### src/rtl/timing_nco.sv
// timing_nco: symbol-timing NCO for the MSK receiver timing-recovery loop.
// A decrementing modulo-2^NCO_W phase accumulator advances once per input
// sample by NOM_STEP + ctrl. An underflow marks the on-time symbol instant
// (strobe_o, mu_o, sym_cnt_o). Falling through the half-scale point marks the
// mid-symbol instant (mid_strobe_o).
// Build option: define TIMING_NCO_CLAMP_EN to clamp ctrl_i at load time to
// +/-(NOM_STEP >> CLAMP_SHIFT).
// Handshake: sample_val_i and ctrl_val_i are single-cycle qualifiers with no
// back-pressure. A sample is consumed in every cycle sample_val_i is high.
// ctrl_i is captured in every cycle ctrl_val_i is high. All outputs are
// registered. Each strobe is a one-cycle pulse in the cycle after its sample.
module timing_nco #(
  parameter int NCO_W       = 24,
  parameter int WERR        = 18,
  parameter int SPS_LOG2    = 2,
  parameter int MU_W        = 16,
  parameter int CLAMP_SHIFT = 6,
  parameter int CNT_W       = 16
) (
  input  logic             clk,
  input  logic             reset_n,
  input  logic             sample_val_i,
  input  logic [WERR-1:0]  ctrl_i,
  input  logic             ctrl_val_i,
  output logic             strobe_o,
  output logic [MU_W-1:0]  mu_o,
  output logic             mid_strobe_o,
  output logic [CNT_W-1:0] sym_cnt_o
);

  // Nominal per-sample phase step (one symbol = 2^SPS_LOG2 steps of full scale).
  localparam logic signed [NCO_W:0] ONE_W     = {{NCO_W{1'b0}}, 1'b1};
  localparam logic signed [NCO_W:0] NOM_STEP  = ONE_W <<< (NCO_W - SPS_LOG2);
  localparam logic signed [NCO_W:0] CLAMP_LIM = NOM_STEP >>> CLAMP_SHIFT;
  localparam logic signed [NCO_W:0] CLAMP_NEG = -CLAMP_LIM;

  // Parameter sanity: these combinations break the step-positivity and
  // no-coincidence arguments the datapath relies on.
  if (SPS_LOG2 < 2) begin : g_chk_sps
    $error("timing_nco: SPS_LOG2 must be >= 2");
  end
  if (WERR - 1 >= NCO_W - SPS_LOG2 - 1) begin : g_chk_werr
    $error("timing_nco: WERR too wide for NCO_W/SPS_LOG2");
  end
  if (MU_W > NCO_W - SPS_LOG2) begin : g_chk_mu
    $error("timing_nco: MU_W exceeds the sub-symbol phase bits");
  end
  if (CLAMP_SHIFT < 0 || CLAMP_SHIFT >= NCO_W - SPS_LOG2) begin : g_chk_clamp
    $error("timing_nco: CLAMP_SHIFT out of range");
  end

  logic        [NCO_W-1:0] nco;
  logic signed [NCO_W:0]   ctrl_reg;
  logic signed [NCO_W:0]   ctrl_ext;
  logic signed [NCO_W:0]   ctrl_load;
  logic signed [NCO_W:0]   step;
  logic signed [NCO_W:0]   nxt;
  logic                    underflow;
  logic                    mid_cross;
  logic                    mu_sat;
  logic        [MU_W-1:0]  mu_bits;

  // Sign-extend the correction and optionally clamp it before it is stored.
  always_comb begin
    ctrl_ext  = {{(NCO_W + 1 - WERR){ctrl_i[WERR-1]}}, ctrl_i};
    ctrl_load = ctrl_ext;
`ifdef TIMING_NCO_CLAMP_EN
    if (ctrl_ext > CLAMP_LIM) begin
      ctrl_load = CLAMP_LIM;
    end else if (ctrl_ext < CLAMP_NEG) begin
      ctrl_load = CLAMP_NEG;
    end
`endif
  end

  // Phase step, next phase and the event decodes derived from them.
  always_comb begin
    step      = NOM_STEP + ctrl_reg;
    nxt       = $signed({1'b0, nco}) - step;
    underflow = nxt[NCO_W];
    // No underflow means nxt >= 0, so nxt < HALF reduces to its top phase bit.
    mid_cross = nco[NCO_W-1] & ~nxt[NCO_W-1];
    // Pre-update phase at or above one nominal step cannot be represented in
    // the sub-symbol fraction; report the largest fraction instead.
    mu_sat    = |nco[NCO_W-1 -: SPS_LOG2];
    mu_bits   = nco[NCO_W-SPS_LOG2-1 -: MU_W];
  end

  // Correction register, phase accumulator and all registered outputs.
  always_ff @(posedge clk) begin
    if (!reset_n) begin
      nco          <= '1;
      ctrl_reg     <= '0;
      strobe_o     <= 1'b0;
      mid_strobe_o <= 1'b0;
      mu_o         <= '0;
      sym_cnt_o    <= '0;
    end else begin
      // A same-cycle sample still sees the old ctrl_reg.
      if (ctrl_val_i) begin
        ctrl_reg <= ctrl_load;
      end
      strobe_o     <= 1'b0;
      mid_strobe_o <= 1'b0;
      if (sample_val_i) begin
        nco <= nxt[NCO_W-1:0];
        if (underflow) begin
          strobe_o  <= 1'b1;
          mu_o      <= mu_sat ? '1 : mu_bits;
          sym_cnt_o <= sym_cnt_o + CNT_W'(1);
        end else begin
          mid_strobe_o <= mid_cross;
        end
      end
    end
  end

endmodule
### config.mk
export PLATFORM = sky130hd
export DESIGN_NAME = timing_nco
export DESIGN_NICKNAME = d
export VERILOG_FILES = /design/src/rtl/timing_nco.sv
export SDC_FILE = /design/constraint.sdc
export NUM_CORES = 1
export LEC_CHECK = 0
export ABC_AREA = 0
export CAP_MARGIN = 20
export CORE_MARGIN = 8
export CORE_UTILIZATION = 50
export CTS_CLUSTER_SIZE = 40
export DETAILED_ROUTE_END_ITERATION = 7
export PLACE_DENSITY = 0.74
export REMOVE_ABC_BUFFERS = 1
export SYNTH_ARGS = -nofsm -noshare
export SYNTH_HDL_FRONTEND = slang
export SYNTH_SLANG_ARGS = --single-unit
### constraint.sdc
create_clock -name clk -period 3.2 [get_ports clk]
set_input_delay 0.64 -clock clk [delete_from_list [all_inputs] [get_ports clk]]
set_output_delay 0.64 -clock clk [all_outputs]
set_load 0.005 [all_outputs]
## Word-level counts from Yosys, hierarchy flattened

Index checks and enable logic that the tools add are counted.

- Flip-flop bits (word level): 76
- Bits in latches: 0
- RAM bits: 0
- ROM bits: 0
- Input bits: 22
- Output and inout port bits: 34
- Logic and storage cells: 19
- Memories kept: 0

- Add/sub/neg operators: 3
- $mul: 0
- Div/mod/pow operators: 0
- Order comparisons: 0
- Equal/unequal tests: 0
- Shift operators: 0
- Multiplexer cells: 2
- Bitwise logic cells: 4
- Reduce and logical (&&, ||, !) cells: 4

Operators by type and width:

| cell | count |
|---|---|
| 24-bit by 18-bit adder with 25-bit output, first input constant | 1 |
| 25-bit subtractor | 1 |
| 16-bit by 1-bit adder with 16-bit output, second input constant | 1 |
| 16-bit two-way mux | 1 |
| 2-bit AND reduction | 2 |
| 1-bit inverter | 3 |
| 3-bit OR reduction | 1 |
| 2-bit OR reduction | 1 |
| 1-bit bitwise AND | 1 |
| 1-bit two-way mux | 1 |

## Longest topological paths before layout

- Word-level depth: 4
- Depth in mapped cells: 15
- Depth with buffers taken out: 12

## Worst setup path before layout

Ideal clock, no wire load.

- Path kind: register to register
- From: register nco[22]
- To: register mu_o[10]
- Library setup time: 70 ps
- Data arrival time: 3303 ps
- Data required time: 3130 ps
- Path slack: -173 ps
- Cell stages (with the launch flop): 16
- Path buffers: 4
- Period minus slack after synthesis: 3373 ps
- Cells stage by stage: dfxtp_1 clkbuf_1 buf_1 inv_1 ha_1 inv_1 ha_1 and3_1 and2_1 a211oi_1 mux2_1 a211oi_4 buf_6 buf_6 nand2_1 a21oi_1

- Word-level cells in the longest chain between the ends: 2
- Elaborated cells between the ends (all ways): 4
- Those cells by class: add/sub (1); mux (1); reduce/logical (2)

RTL lines:

| what | line | text |
|---|---|---|
| from (decl) | 52 | `logic [NCO_W-1:0] nco;` |
| from (signal assigned) | 106 | `nco <= nxt[NCO_W-1:0];` |
| 25-bit subtractor / 2-bit OR reduction (equally long branches) | 79, 85 |  |
| 2-bit AND reduction (no line) / 16-bit two-way mux (equally long branches) | - |  |
| to (signal assigned) | 109 | `mu_o <= mu_sat ? '1 : mu_bits;` |
| to (decl) | 26 | `output logic [MU_W-1:0] mu_o,` |

Several ways; a longest one is shown, not always the timed one.
A chain may end at the register's enable or synchronous reset.

## Final worst setup path

- From: register ctrl_reg[3]
- To: register sym_cnt_o[11]

- Word-level cells in the longest chain between the ends: 3

RTL lines:

| what | line | text |
|---|---|---|
| from (decl) | 53 | `logic signed [NCO_W:0] ctrl_reg;` |
| from (signal assigned) | 101 | `ctrl_reg <= ctrl_load;` |
| 24-bit by 18-bit adder with 25-bit output | 78 | `step = NOM_STEP + ctrl_reg;` |
| 25-bit subtractor | 79 | `nxt = $signed({1'b0, nco}) - step;` |
| 2-bit AND reduction (no line) | - |  |
| to (signal assigned) | 110 | `sym_cnt_o <= sym_cnt_o + CNT_W'(1);` |
| to (decl) | 28 | `output logic [CNT_W-1:0] sym_cnt_o` |

Every way passes these cells.

==> results_tabular.tex <==
\begin{tabular}{lr}
\hline
Metric & Value \\
\hline
\multicolumn{2}{l}{\textbf{Detailed routing}} \\
\quad Total iterations of the first detailed-routing run & 5 \\
\quad Iteration-0 DRC count of the detailed router & around 180 \\
\quad Total via count in the routed design & slightly above 4000 \\
\quad Total detailed-routing wirelength & approximately 12000 µm \\
\quad Antenna violation net count after detailed routing & 0 \\
\quad Wire per inst & roughly 16 µm \\
\quad Drt via density & $\sim$5.7 \\
\quad Post-route DRC violation count & 0 \\
\multicolumn{2}{l}{\textbf{Run status}} \\
\quad Status & finished clean \\
\multicolumn{2}{l}{\textbf{Yosys}} \\
\quad Proportion of synthesized flip-flops having asynchronous set or reset & 0 \\
\quad Post-synthesis cell type count & 58 \\
\quad Area of the mapped netlist & approximately 4600 µm² \\
\quad Number of enable flip-flop cells after synthesis & 0 \\
\quad Primary flip-flop cell chosen by synthesis mapping & sky130\_fd\_sc\_hd\_\_dfxtp\_1 \\
\quad Synthesized flop and latch total & 76 \\
\quad Number of standard cells after synthesis & between 500 and 600 \\
\quad Average cell area after synthesis & roughly 8.6 µm² \\
\quad Proportion of synthesized chip area in sequential cells & 0.334 \\
\quad Warnings from Yosys & 0 \\
\multicolumn{2}{l}{\textbf{STA}} \\
\quad Period utilisation layout & 0.956 \\
\quad F\_max & 0.327 GHz \\
\quad Number of endpoints with negative hold slack in the final report & 0 \\
\quad Final critical-path required period & roughly 3.1 ns \\
\quad Measured slew at the worst slew-check pin & 0.771 ns \\
\quad Worst rel slew slack & 0.485 \\
\quad Post-route setup slack & 0.142 ns \\
\quad Pins over their slew limit & 0 \\
\quad Setup violation total in the final timing report & 0 \\
\quad Setup clock skew after layout & between 0.015 and 0.02 ns \\
\multicolumn{2}{l}{\textbf{Worst setup path}} \\
\quad Maximum fanout count along the critical path & 17 \\
\quad Critical path's largest stage delay & $\sim$0.5 ns \\
\quad Cell family with the largest share of critical-path delay & compound AO/OA/AOI/OAI gates \\
\quad Series of cell instances along the critical path & inv\_1 -> ha\_1 -> ha\_1 -> o21ai\_1 -> o21ai\_2 -> a31oi\_4 -> buf\_4 -> o211ai\_2 -> a211oi\_4 -> buf\_12 -> or4\_1 -> a21oi\_1 \\
\quad Most common cell on crit path & sky130\_fd\_sc\_hd\_\_ha\_1 \\
\quad Data required time at the worst endpoint & approximately 3.5 ns \\
\quad CP max stage cell & sky130\_fd\_sc\_hd\_\_or4\_1 \\
\quad Crit start category & flip-flop \\
\quad Critical path class & reg2reg \\
\quad Critical Path Sink Type & flip-flop \\
\quad Number of buffers and inverters on the critical path & 3 \\
\quad Worst endpoint data arrival time & around 3.4 ns \\
\multicolumn{2}{l}{\textbf{Clock tree}} \\
\quad CTS tree & built \\
\quad Clock transition time at the flip-flop clock pins of the worst setup and hold paths & around 0.09 ns \\
\quad H-tree levels & 3 \\
\quad Clock Tree Buf Depth & 2 \\
\quad Buffer type at the clock tree root & sky130\_fd\_sc\_hd\_\_clkbuf\_8 \\
\quad Later-pin clock latency in the skew report & about 0.36 ns \\
\quad TritonCTS Sinks & 76 \\
\quad Number of clock buffers inserted by TritonCTS & 9 \\
\multicolumn{2}{l}{\textbf{Pwr}} \\
\quad Leakage power figure & around 0.0023 µW \\
\quad Peak ir drop on the vdd network & between 300 and 400 µV \\
\quad Areal power density over the cells & around 930 nW/µm² \\
\multicolumn{2}{l}{\textbf{Place}} \\
\quad Number of I/O port buffers & 55 \\
\quad Detailed placer's ending HPWL & 8280 µm \\
\quad Final GP Congestion & 0.946 \\
\quad Worst setup slack after placement & -0.132 ns \\
\quad Post-placement cell count & between 600 and 700 \\
\multicolumn{2}{l}{\textbf{Layout}} \\
\quad Final net count & approximately 670 \\
\quad Commonest cells after routing, fill and taps aside & sky130\_fd\_sc\_hd\_\_dfxtp\_1, sky130\_fd\_sc\_hd\_\_clkdlybuf4s50\_1, sky130\_fd\_sc\_hd\_\_nor2\_1 \\
\quad Final core utilization & 0.627 \\
\quad Flip-flop count of the largest register after layout & 24 \\
\quad Area Overhead vs Synth & 24.0\% \\
\quad Leading cell type in the layout, fill and taps excluded & sky130\_fd\_sc\_hd\_\_dfxtp\_1 \\
\quad Share of final-layout standard cells stronger than drive strength 1 & 0.107 \\
\quad Final non-filler cell total & 710 \\
\quad Antenna cells & 0 \\
\quad Fillers & roughly 800 \\
\multicolumn{2}{l}{\textbf{Floorplan}} \\
\quad Core area & 9020 µm² \\
\quad Row count & 35 \\
\quad Height of the die & 111 µm \\
\quad Full die area & between 10000 and 15000 µm² \\
\quad Starting density of the core & 0.505 \\
\quad I/O pin cnt & 56 \\
\quad Width of the chip & $\sim$110 µm \\
\multicolumn{2}{l}{\textbf{Global route}} \\
\quad Tot GR Track Use & 0.180 \\
\quad Number of global-route vias before repair & 3963 \\
\quad Remaining global-route overflow & 0 \\
\quad Pin count of the biggest net entering global routing & 39 \\
\quad First-pass GRT wire length & around 19000 µm \\
\quad Number of antenna violations at the first check in global routing & 0 \\
\multicolumn{2}{l}{\textbf{Run}} \\
\quad Max-cap violations & 0 \\
\multicolumn{2}{l}{\textbf{Min path}} \\
\quad Path type of the worst min-delay path & reg2reg \\
\hline
\end{tabular}
## worst paths after layout
| check | end | startpoint | slack (ns) | cells past startpoint |
|---|---|---|---|---|
| max | sym_cnt_o[11] | ctrl_reg[3] | 0.14 | 12 |
| min | mu_o[12] | mu_o[12] | 0.45 | 2 |
| max reg2reg | sym_cnt_o[11] | ctrl_reg[3] | 0.14 | 12 |
| min reg2reg | mu_o[12] | mu_o[12] | 0.45 | 2 |
## cells by family (layout without fill, tap and decap cells)
logic type               count (synthesis)  count (layout)  share of synthesized area
XOR/XNOR                                18              18                     0.0346
multiplexers                            30              30                     0.0661
adder cells (fa/ha/maj)                 49              49                      0.136
AND/OR/NAND/NOR                        147             147                      0.150
buffers and inverters                   54             125                     0.0486
AO/OA/AOI/OAI                          154             154                      0.231
flip-flops                              76              76                      0.334
## final cells by class
| type | instances | area [µm²] | area share |
|---|---|---|---|
| inverter | 28 | 105 | 0.0186 |
| sequential | 76 | 1530 | 0.270 |
| clock inverter | 7 | 98.8 | 0.0175 |
| tap | 111 | 139 | 0.0246 |
| multi-input combinational | 398 | 2890 | 0.510 |
| timing repair buffer | 81 | 778 | 0.138 |
| clock buffer | 9 | 124 | 0.0219 |
## timing repair
item	CTS	global route
setup endpoints to repair	9	36
gates resized for setup	2	17
pin swaps	0	5
hold buffers	0	0
cloned	0	1
buffers inserted	0	2
endpoints found under the hold margin	0	0
## synth_stat cells, drive strengths merged, types with 3 or more instances
library cell | n | area (µm²)
a21oi | 48 | 244
and3 | 6 | 37.5
or3 | 4 | 25.0
dfxtp | 76 | 1520
o31ai | 20 | 150
inv | 28 | 105
a2111oi | 5 | 75.1
a31oi | 3 | 33.8
xor2 | 9 | 78.8
nor2 | 49 | 184
a21o | 9 | 67.6
or4 | 4 | 30.0
a211oi | 7 | 65.1
nand2 | 47 | 176
xnor2 | 9 | 78.8
buf | 6 | 41.3
a211o | 3 | 26.3
o21ai | 37 | 189
o211ai | 5 | 42.5
clkbuf | 20 | 75.1
ha | 48 | 601
nor2b | 4 | 25.0
o21bai | 5 | 37.5
mux2i | 29 | 290
nand4 | 5 | 31.3
nand2b | 9 | 56.3
nand3 | 9 | 45.0
## layer usage
metal | vias to the layer above | track usage | wire, µm
met4 | 0 | 0.0791 | 219
li1 | 2031 | - | -
met3 | 16 | 0.0328 | 529
met2 | 103 | 0.294 | 5530
met5 | - | 0 | 0
met1 | 1896 | 0.226 | 5310
## through the flow
stage               TNS [ns]  instance area, µm²  hold WS [ns]  power (µW)
detailed placement    -0.554                5330         0.442        4270
finish                     0                5660         0.451        5280
floorplan              -6.21                4440         0.443        3290
CTS                        0                5560         0.455        5140
global route         -0.0216                5660         0.480        5690
global placement           0                5330         0.437        4200
## where the power goes
group	switching (µW)	total [µW]	internal [µW]
Combinational	1670	3140	1470
Sequential	143	1300	1150
Clock	398	841	443
## worst min-delay path: stages, from the launching register on
cell	delay, ns
sky130_fd_sc_hd__dfxtp_1	0.32
sky130_fd_sc_hd__nand2_1	0.05
sky130_fd_sc_hd__a21oi_1	0.05
(Power assumes the default switching activity.)
